File: src/rtl/seg7_pkg.sv
// Shared constants for the eight-digit seven-segment scanner.
// Segment patterns are active-low, ordered a (bit 6) down to g (bit 0).
package seg7_pkg;

    localparam int NUM_DIGITS = 8;
    localparam logic [6:0] SEG_BLANK = 7'h7F;
    localparam logic [7:0] AN_OFF = 8'hFF;

    localparam logic [6:0] SEG_TABLE [16] = '{
        7'b0000001, 7'b1001111, 7'b0010010, 7'b0000110,
        7'b1001100, 7'b0100100, 7'b0100000, 7'b0001111,
        7'b0000000, 7'b0000100, 7'b0001000, 7'b1100000,
        7'b0110001, 7'b1000010, 7'b0110000, 7'b0111000
    };

endpackage

File: src/rtl/seg7_decode.sv
// Combinational hex nibble to active-low seven-segment pattern.
module seg7_decode
    import seg7_pkg::*;
(
    input  logic [3:0] nibble_i,
    output logic [6:0] seg_o
);

    assign seg_o = SEG_TABLE[nibble_i];

endmodule

File: src/rtl/seg7_scan.sv
// Time-multiplexed Nexys4 eight-digit display driver with frame-synchronous double buffering.
// Optional leading-zero blanking is enabled by defining SEG7_LZB_EN.
module seg7_scan
    import seg7_pkg::*;
#(
    parameter int TICK_DIV = 100000
) (
    input  logic        clk,
    input  logic        rst_n,
    input  logic [31:0] value,
    input  logic        load,
    input  logic [7:0]  digit_en,
    input  logic [7:0]  dp_in,
    output logic        pending,
    output logic [6:0]  a_to_g,
    output logic [7:0]  an,
    output logic        dp
);

    localparam int CW = $clog2(TICK_DIV);
    localparam logic [CW-1:0] TICK_LAST = CW'(TICK_DIV - 1);

    logic [CW-1:0]           tick_q, tick_d;
    logic [2:0]              idx_q, idx_d;
    logic [31:0]             shadow_q, shadow_d;
    logic [31:0]             display_q, display_d;
    logic                    pending_q, pending_d;
    logic [7:0]              an_q, an_d;
    logic [6:0]              seg_q, seg_d;
    logic                    dp_q, dp_d;
    logic                    slotWrap;
    logic                    frameEnd;
    logic [3:0]              nibble;
    logic [6:0]              decoded;
    logic                    showDigit;
    logic [NUM_DIGITS-1:0]   keep;

    assign slotWrap = (tick_q == TICK_LAST);
    assign frameEnd = slotWrap && (idx_q == 3'd7);
    assign nibble   = display_q[{idx_q, 2'b00} +: 4];

    seg7_decode u_decode (
        .nibble_i (nibble),
        .seg_o    (decoded)
    );

`ifdef SEG7_LZB_EN
    // A digit stays lit only if some nibble at or above it is non-zero; digit 0 always stays.
    always_comb begin
        keep    = '0;
        keep[0] = 1'b1;
        for (int i = 1; i < NUM_DIGITS; i++) begin
            keep[i] = ((display_q >> (4 * i)) != 32'd0);
        end
    end
`else
    assign keep = '1;
`endif

    assign showDigit = digit_en[idx_q] & keep[idx_q];

    always_comb begin
        tick_d    = slotWrap ? '0 : tick_q + 1'b1;
        idx_d     = slotWrap ? idx_q + 3'd1 : idx_q;
        shadow_d  = shadow_q;
        display_d = display_q;
        pending_d = pending_q;

        // Display takes the old shadow at the boundary; a coincident load re-arms pending.
        if (frameEnd && pending_q) begin
            display_d = shadow_q;
            pending_d = 1'b0;
        end
        if (load) begin
            shadow_d  = value;
            pending_d = 1'b1;
        end

        an_d  = AN_OFF;
        seg_d = SEG_BLANK;
        dp_d  = 1'b1;
        if (showDigit) begin
            an_d  = ~(8'b1 << idx_q);
            seg_d = decoded;
            dp_d  = ~dp_in[idx_q];
        end
    end

    always_ff @(posedge clk or negedge rst_n) begin
        if (!rst_n) begin
            tick_q    <= '0;
            idx_q     <= 3'd0;
            shadow_q  <= 32'd0;
            display_q <= 32'd0;
            pending_q <= 1'b0;
            an_q      <= AN_OFF;
            seg_q     <= SEG_BLANK;
            dp_q      <= 1'b1;
        end else begin
            tick_q    <= tick_d;
            idx_q     <= idx_d;
            shadow_q  <= shadow_d;
            display_q <= display_d;
            pending_q <= pending_d;
            an_q      <= an_d;
            seg_q     <= seg_d;
            dp_q      <= dp_d;
        end
    end

    assign pending = pending_q;
    assign an      = an_q;
    assign a_to_g  = seg_q;
    assign dp      = dp_q;

endmodule

File: config.mk
export PLATFORM = sky130hd
export DESIGN_NAME = seg7_scan
export DESIGN_NICKNAME = d
export VERILOG_FILES = /design/src/rtl/seg7_pkg.sv /design/src/rtl/seg7_decode.sv /design/src/rtl/seg7_scan.sv
export SDC_FILE = /design/constraint.sdc
export NUM_CORES = 1
export LEC_CHECK = 0
export ABC_AREA = 1
export CAP_MARGIN = 20
export CORE_ASPECT_RATIO = 0.75
export CORE_MARGIN = 2
export CORE_UTILIZATION = 55
export DETAILED_ROUTE_END_ITERATION = 6
export HOLD_SLACK_MARGIN = 0.03
export PLACE_DENSITY = 0.8
export SKIP_CTS_REPAIR_TIMING = 1
export SLEW_MARGIN = 5
export SYNTH_ARGS = -nofsm -noshare
export SYNTH_HDL_FRONTEND = slang
export SYNTH_HIERARCHICAL = 1
export SYNTH_SLANG_ARGS = --single-unit
File: constraint.sdc
create_clock -name clk -period 2.2 [get_ports clk]
set_input_delay 0.22 -clock clk [delete_from_list [all_inputs] [get_ports clk]]
set_output_delay 0.22 -clock clk [all_outputs]
set_load 0.005 [all_outputs]
==> flow_metrics.py, run 1 <==
metrics = {
    "floorplanning": {
        "dieArea_um2": 9860,
        "fp.dieH_um": 86.5,
        "ios": 68,
        "fp.dieW_um": 114,
        "core_um2": 8930,
        "fp-row-count": 30,
        "initial_core_util_pct": 55.9,
    },
    "critical_path": {
        "worstPathArrival_ps": 2300,
        "critPathMostFrequentCell": "nand2_1",
        "cp.required_ps": 2470,
        "crit_buf_inv": 4,
        "worstPathCellList": "buf_8 -> o21ai_0 -> o22ai_1 -> nand2_1 -> nand2_1 -> inv_1 -> ha_1 -> inv_1 -> nand2_1 -> nand3_1 -> nand2_1 -> inv_1 -> nand2_1",
        "cpPeakStageDelay_ps": 420,
        "reg2reg_from": "idx_q[0]",
        "slowest_stage": "dfrtp_1",
        "rr_worst_depth": 13,
        "r2r-end": "a_to_g[6]",
        "cpLargestDelayFamily": "simple AND/OR/NAND/NOR gates",
        "critPathMaxFanout": 27,
        "path_class": "reg -> reg",
        "rrSetupSlack_ps": 170,
        "cp-end-kind": "flop",
        "startpoint_type": "flop",
    },
    "clock_tree": {
        "cts_tree": "done",
        "clkLatencyLatePin_ps": 350,
        "cts_htree_levels": 3,
        "clock-root-buffer": "clkbuf_16",
        "clk_pin_slew_ps": 80,
        "clock_sinks": 101,
        "cts_buffers": 9,
        "cts_buffer_depth": 2,
    },
    "synth": {
        "yosys_register_bits": 101,
        "avgSynthCellArea_um2": 8.21,
        "synth_warnings": 6,
        "synth_nets": 673,
        "synthCells": 608,
        "synthSimpleGateAreaFrac_pct": 32.0,
        "synth_xor_area_share_pct": 1.93,
        "synth_compound_area_share_pct": 4.61,
        "synthAdderAreaFrac_pct": 3.51,
        "muxShareOfSynthArea_pct": 0,
        "yosysSeqAreaShare_pct": 51.0,
        "ys_types": 28,
        "synth_area_um2": 4990,
        "synth_top_family_by_area": "simple AND/OR/NAND/NOR gates",
    },
    "run_status": {
        "status": "complete, no violations",
    },
    "timing": {
        "finalCritPeriodShare_pct": 92.3,
        "setup_viol": 0,
        "hold_viol_final": 0,
        "max_clock_freq_ghz": 0.492,
        "finalCriticalPeriod_ps": 2030,
        "max_slew_margin_pct": 37.3,
        "final.setup.tns_ps": 0,
        "grt_setup_unrepaired": "false",
        "worstMarginPinSlew_ps": 939,
        "skew_ps": 10.5,
        "postLayoutSetupSlackWorst_ps": 169,
        "final-max-slew-violation-count": 0,
    },
    "layout": {
        "fin_nets": 733,
        "diodes": 0,
        "final_common_cell": "nand2_1",
        "utilization_pct": 67.7,
        "final_cell_mix": "nand2_1 (236), dfrtp_1 (84), clkdlybuf4s50_1 (66)",
        "drive_above_1_share_pct": 10.7,
        "final_area_um2": 6050,
        "fin_cells": 785,
        "syn_to_final_growth_pct": 21.3,
    },
    "worst_hold_path": {
        "hp-start": "value[6]",
        "hold_depth": 3,
        "hp-class": "in -> reg",
        "hold_end": "shadow_q[6]",
    },
    "power_and_ir_drop": {
        "p_leak_uw": 0.00304,
        "peakVddDrop_uv": 388,
        "powerDensity_nw_per_um2": 634,
    },
    "detailed_routing": {
        "first_pass_iters": 4,
        "wl_per_cell_um": 14.2,
        "drc": 0,
        "wl_um": 11200,
        "ant_nets": 0,
        "vias": 4223,
        "viasPerCell": 5.38,
        "drt_iter0_drc": 304,
    },
    "place": {
        "postPlaceCellArea_um2": 5710,
        "dp_hpwl_um": 8140,
        "dpl_worst_slack_ps": 164,
        "port_buffers": 67,
        "gp_congestion": 0.911,
        "dp_cells": 768,
    },
    "grt": {
        "grt_overflow_total": 0,
        "grt_max_degree": 55,
        "grt_usage_pct": 24.4,
        "grt_pass1_wl_um": 19200,
        "first_global_vias": 4096,
        "grt_antenna_before_repair": 0,
    },
    "flow_run": {
        "maxCapViolations": 0,
    },
}
## cells in the mapped netlist (all sizes together)
master  instances  area share [%]
a21oi           1            0.10
o22ai          12             1.5
inv            43             3.2
nand4          37             4.9
o21ai          30             3.0
clkbuf         19             1.4
dfrtp          85              43
dfstp          16             8.4
ha             14             3.5
nor3            7            0.70
nor3b           2            0.30
nand3          25             2.6
nor2           52             4.8
buf            13             2.3
xor2           11             1.9
nand2         239              18
nand3b          2            0.55
## cell families (layout without fill, tap and decap cells)
| group | count (synthesis) | count (layout) |
|---|---|---|
| XOR/XNOR | 11 | 11 |
| AND/OR/NAND/NOR | 364 | 364 |
| adder cells (fa/ha/maj) | 14 | 14 |
| buffers and inverters | 75 | 140 |
| AO/OA/AOI/OAI | 43 | 43 |
| flip-flops | 101 | 101 |
## area by class of cell
class	instances	area (um^2)
Fill cell	747	2880
Sequential cell	101	2550
Multi-Input combinational cell	432	2100
Timing Repair Buffer	81	783
Clock buffer	9	225
Inverter	43	164
Tap cell	112	140
Clock inverter	7	91.3
## routing by layer
| layer | global-route usage [%] | part of all wire (%) | vias to the layer above |
|---|---|---|---|
| li1 | - | - | 2059 |
| met1 | 34.1 | 48 | 2025 |
| met2 | 40.3 | 46 | 130 |
| met3 | 5.52 | 5.2 | 9 |
| met4 | 3.99 | 0.58 | 0 |
| met5 | 0 | 0 | - |
## worst max-delay path by stage
stage	depth (start not counted)	startpoint	end	slack (ps)
after global routing	13	idx_q[0]	a_to_g[6]	10
after global placement	12	idx_q[0]	a_to_g[3]	310
after detailed placement	12	idx_q[0]	a_to_g[3]	160
after CTS	12	idx_q[0]	a_to_g[3]	140
after floorplan	14	idx_q[0]	a_to_g[3]	200
final	13	idx_q[0]	a_to_g[6]	170
## tightest hold or removal path, cell delays in order
cell             delay (ps)
clkdlybuf4s50_1         390
nand2_1                  60
nand2_1                  50
## where the power goes
| group | internal, uW | leakage (uW) | switching (uW) |
|---|---|---|---|
| Combinational | 123 | 0.00161 | 109 |
| Clock | 910 | 0.000151 | 740 |
| Sequential | 1920 | 0.00128 | 34.1 |
| Total | 2950 | 0.00304 | 883 |
## flip-flops by register name, indices dropped and copies added, names as in the netlist
signal / flops
pending: 1
display_q: 32
tick_q: 17
an: 8
a_to_g: 7
shadow_q: 32
dp: 1
idx_q: 3
## stage by stage
step | hold slack (ps) | power [uW]
floorplan | -75.6 | 2050
detailed placement | 296 | 2220
global placement | 296 | 2210
global route | 403 | 3980
CTS | -70.5 | 3870
finish | 399 | 3840
No activity file was read; power rests on OpenSTA's default activity.
==> inputs of run 2 (changes only) <==
- SLEW_MARGIN: 5 -> not set
==> results of run 2 <==
Same layout as run 1: the final DEF is identical, and so are final timing and power.
==> inputs of run 3 (changes only) <==
- GPL_ROUTABILITY_DRIVEN: not set -> 0
- GPL_TIMING_DRIVEN: not set -> 0
- TNS_END_PERCENT: not set -> 30
==> flow_metrics.py, run 3 (synthesis results as in run 1) <==
metrics = {
    "clock_tree": {
        "cts_buffers": 9,
        "clock-root-buffer": "clkbuf_16",
        "clock_sinks": 101,
        "cts_buffer_depth": 2,
        "cts_htree_levels": 3,
        "clkLatencyLatePin_ps": 350,
        "clk_pin_slew_ps": 70,
        "cts_tree": "done",
    },
    "critical_path": {
        "slowest_stage": "dfrtp_1",
        "reg2reg_from": "idx_q[0]",
        "critPathMaxFanout": 10,
        "cpPeakStageDelay_ps": 400,
        "critPathMostFrequentCell": "nand2_1",
        "worstPathCellList": "buf_4 -> inv_6 -> buf_8 -> o21ai_0 -> o22ai_1 -> nand2_1 -> nand2_4 -> inv_2 -> ha_1 -> nand2_1 -> nand3_1 -> nand2_1 -> inv_1 -> nand2_1",
        "crit_buf_inv": 5,
        "crit_start": "idx_q[0]",
        "startpoint_type": "flop",
        "cpLargestDelayFamily": "buffers and inverters",
        "path_class": "reg -> reg",
        "worstPathArrival_ps": 2360,
        "cp-end-kind": "flop",
        "cp.required_ps": 2490,
    },
    "timing": {
        "worstMarginPinSlew_ps": 577,
        "finalCritPeriodShare_pct": 94.1,
        "skew_ps": 7.00,
        "final.setup.tns_ps": 0,
        "max_clock_freq_ghz": 0.483,
        "finalCriticalPeriod_ps": 2070,
        "max_slew_margin_pct": 61.5,
        "hold_viol_final": 0,
        "setup_viol": 0,
        "final-max-slew-violation-count": 0,
    },
    "floorplanning": {
        "initial_core_util_pct": 55.9,
        "core_um2": 8930,
        "fp-row-count": 30,
        "ios": 68,
        "dieArea_um2": 9860,
        "fp.dieW_um": 114,
        "fp.dieH_um": 86.5,
    },
    "layout": {
        "final_cell_mix": "nand2_1 (235), dfrtp_1 (84), clkdlybuf4s50_1 (65)",
        "fin_nets": 755,
        "reg.largest.list": "display_q (32), shadow_q (32), tick_q (17)",
        "nFillCells": 762,
        "syn_to_final_growth_pct": 24.6,
        "drive_above_1_share_pct": 11.8,
        "final_common_cell": "nand2_1",
        "diodes": 0,
        "fin_cells": 807,
    },
    "place": {
        "dp_cells": 787,
        "dp_hpwl_um": 8210,
        "port_buffers": 66,
    },
    "grt": {
        "grt_overflow_total": 0,
        "grt_antenna_before_repair": 0,
        "grt_pass1_wl_um": 19300,
        "grt_usage_pct": 24.7,
        "grt_max_degree": 58,
        "first_global_vias": 4222,
    },
    "power_and_ir_drop": {
        "powerDensity_nw_per_um2": 618,
        "p_leak_uw": 0.00312,
        "peakVddDrop_uv": 359,
    },
    "worst_hold_path": {
        "hp-start": "load",
        "hp-class": "in -> reg",
    },
    "detailed_routing": {
        "wl_per_cell_um": 14.0,
        "first_pass_iters": 6,
        "vias": 4354,
        "drc": 0,
        "viasPerCell": 5.40,
        "ant_nets": 0,
        "drt_iter0_drc": 335,
        "wl_um": 11300,
    },
    "flow_run": {
        "maxCapViolations": 0,
    },
    "run_status": {
        "status": "complete, no violations",
    },
}
==> run 3: changes by cell type in the layout (fill, tap and decap cells not counted), sizes merged <==
cell	delta
buf	+6
clkbuf	+19
clkdlybuf4s50	-1
clkinv	-1
inv	-1
==> run 3: metrics by stage <==
step	hold slack (ps)	setup WS [ps]	instance area, um^2	power, uW	utilization (%)
floorplan	-75.6	198	4990	2050	-
global placement	446	-2630	5790	2210	64.8
detailed placement	255	-274	5820	2220	65.1
CTS	-121	-295	6130	3880	68.7
global route	220	-8.77	6220	3990	69.6
finish	207	129	6220	3840	69.6
==> run 3: metal layers <==
metal / part of all wire [%] / global-route usage (%)
met1: 45 / 32.6
met2: 48 / 40.3
met3: 5.8 / 6.22
met4: 1.4 / 8.43
met5: 0 / 0
==> run 3: layout make-up <==
class,instances,area (um^2),share of cell area (%)
plain buffers,31,213,3.42
repair buffers,72,726,11.7
well taps,112,140,2.25
inverters,43,170,2.74
multi-input cells,432,2110,33.9
clock inverters,5,63.8,1.03
clock buffers,11,253,4.06
flip-flops and latches,101,2550,41.0
==> run 3: report_power, final <==
part           internal, uW  switching (uW)
combinational           124             109
sequential             1920            32.4
clock                   958             698
total                  3000             840
==> run 3: worst paths after layout <==
| path | slack, ps | end | depth (start not counted) |
|---|---|---|---|
| max reg2reg | 130 | a_to_g[3] | 14 |
| max | 130 | a_to_g[3] | 14 |
| min reg2reg | 470 | tick_q[0] | 1 |
| max in group asynchronous | 1070 | a_to_g[2] | 3 |
| min | 210 | shadow_q[31] | 3 |
| min in group asynchronous | 420 | tick_q[15] | 2 |
==> run 3: worst register-to-register path: cells and delay by family (launching register included) <==
kind                     cells  cell delay [ps]
AO/OA/AOI/OAI                2              280
adder cells (fa/ha/maj)      1              310
buffers and inverters        5              500
flip-flops                   1              400
AND/OR/NAND/NOR              6              500
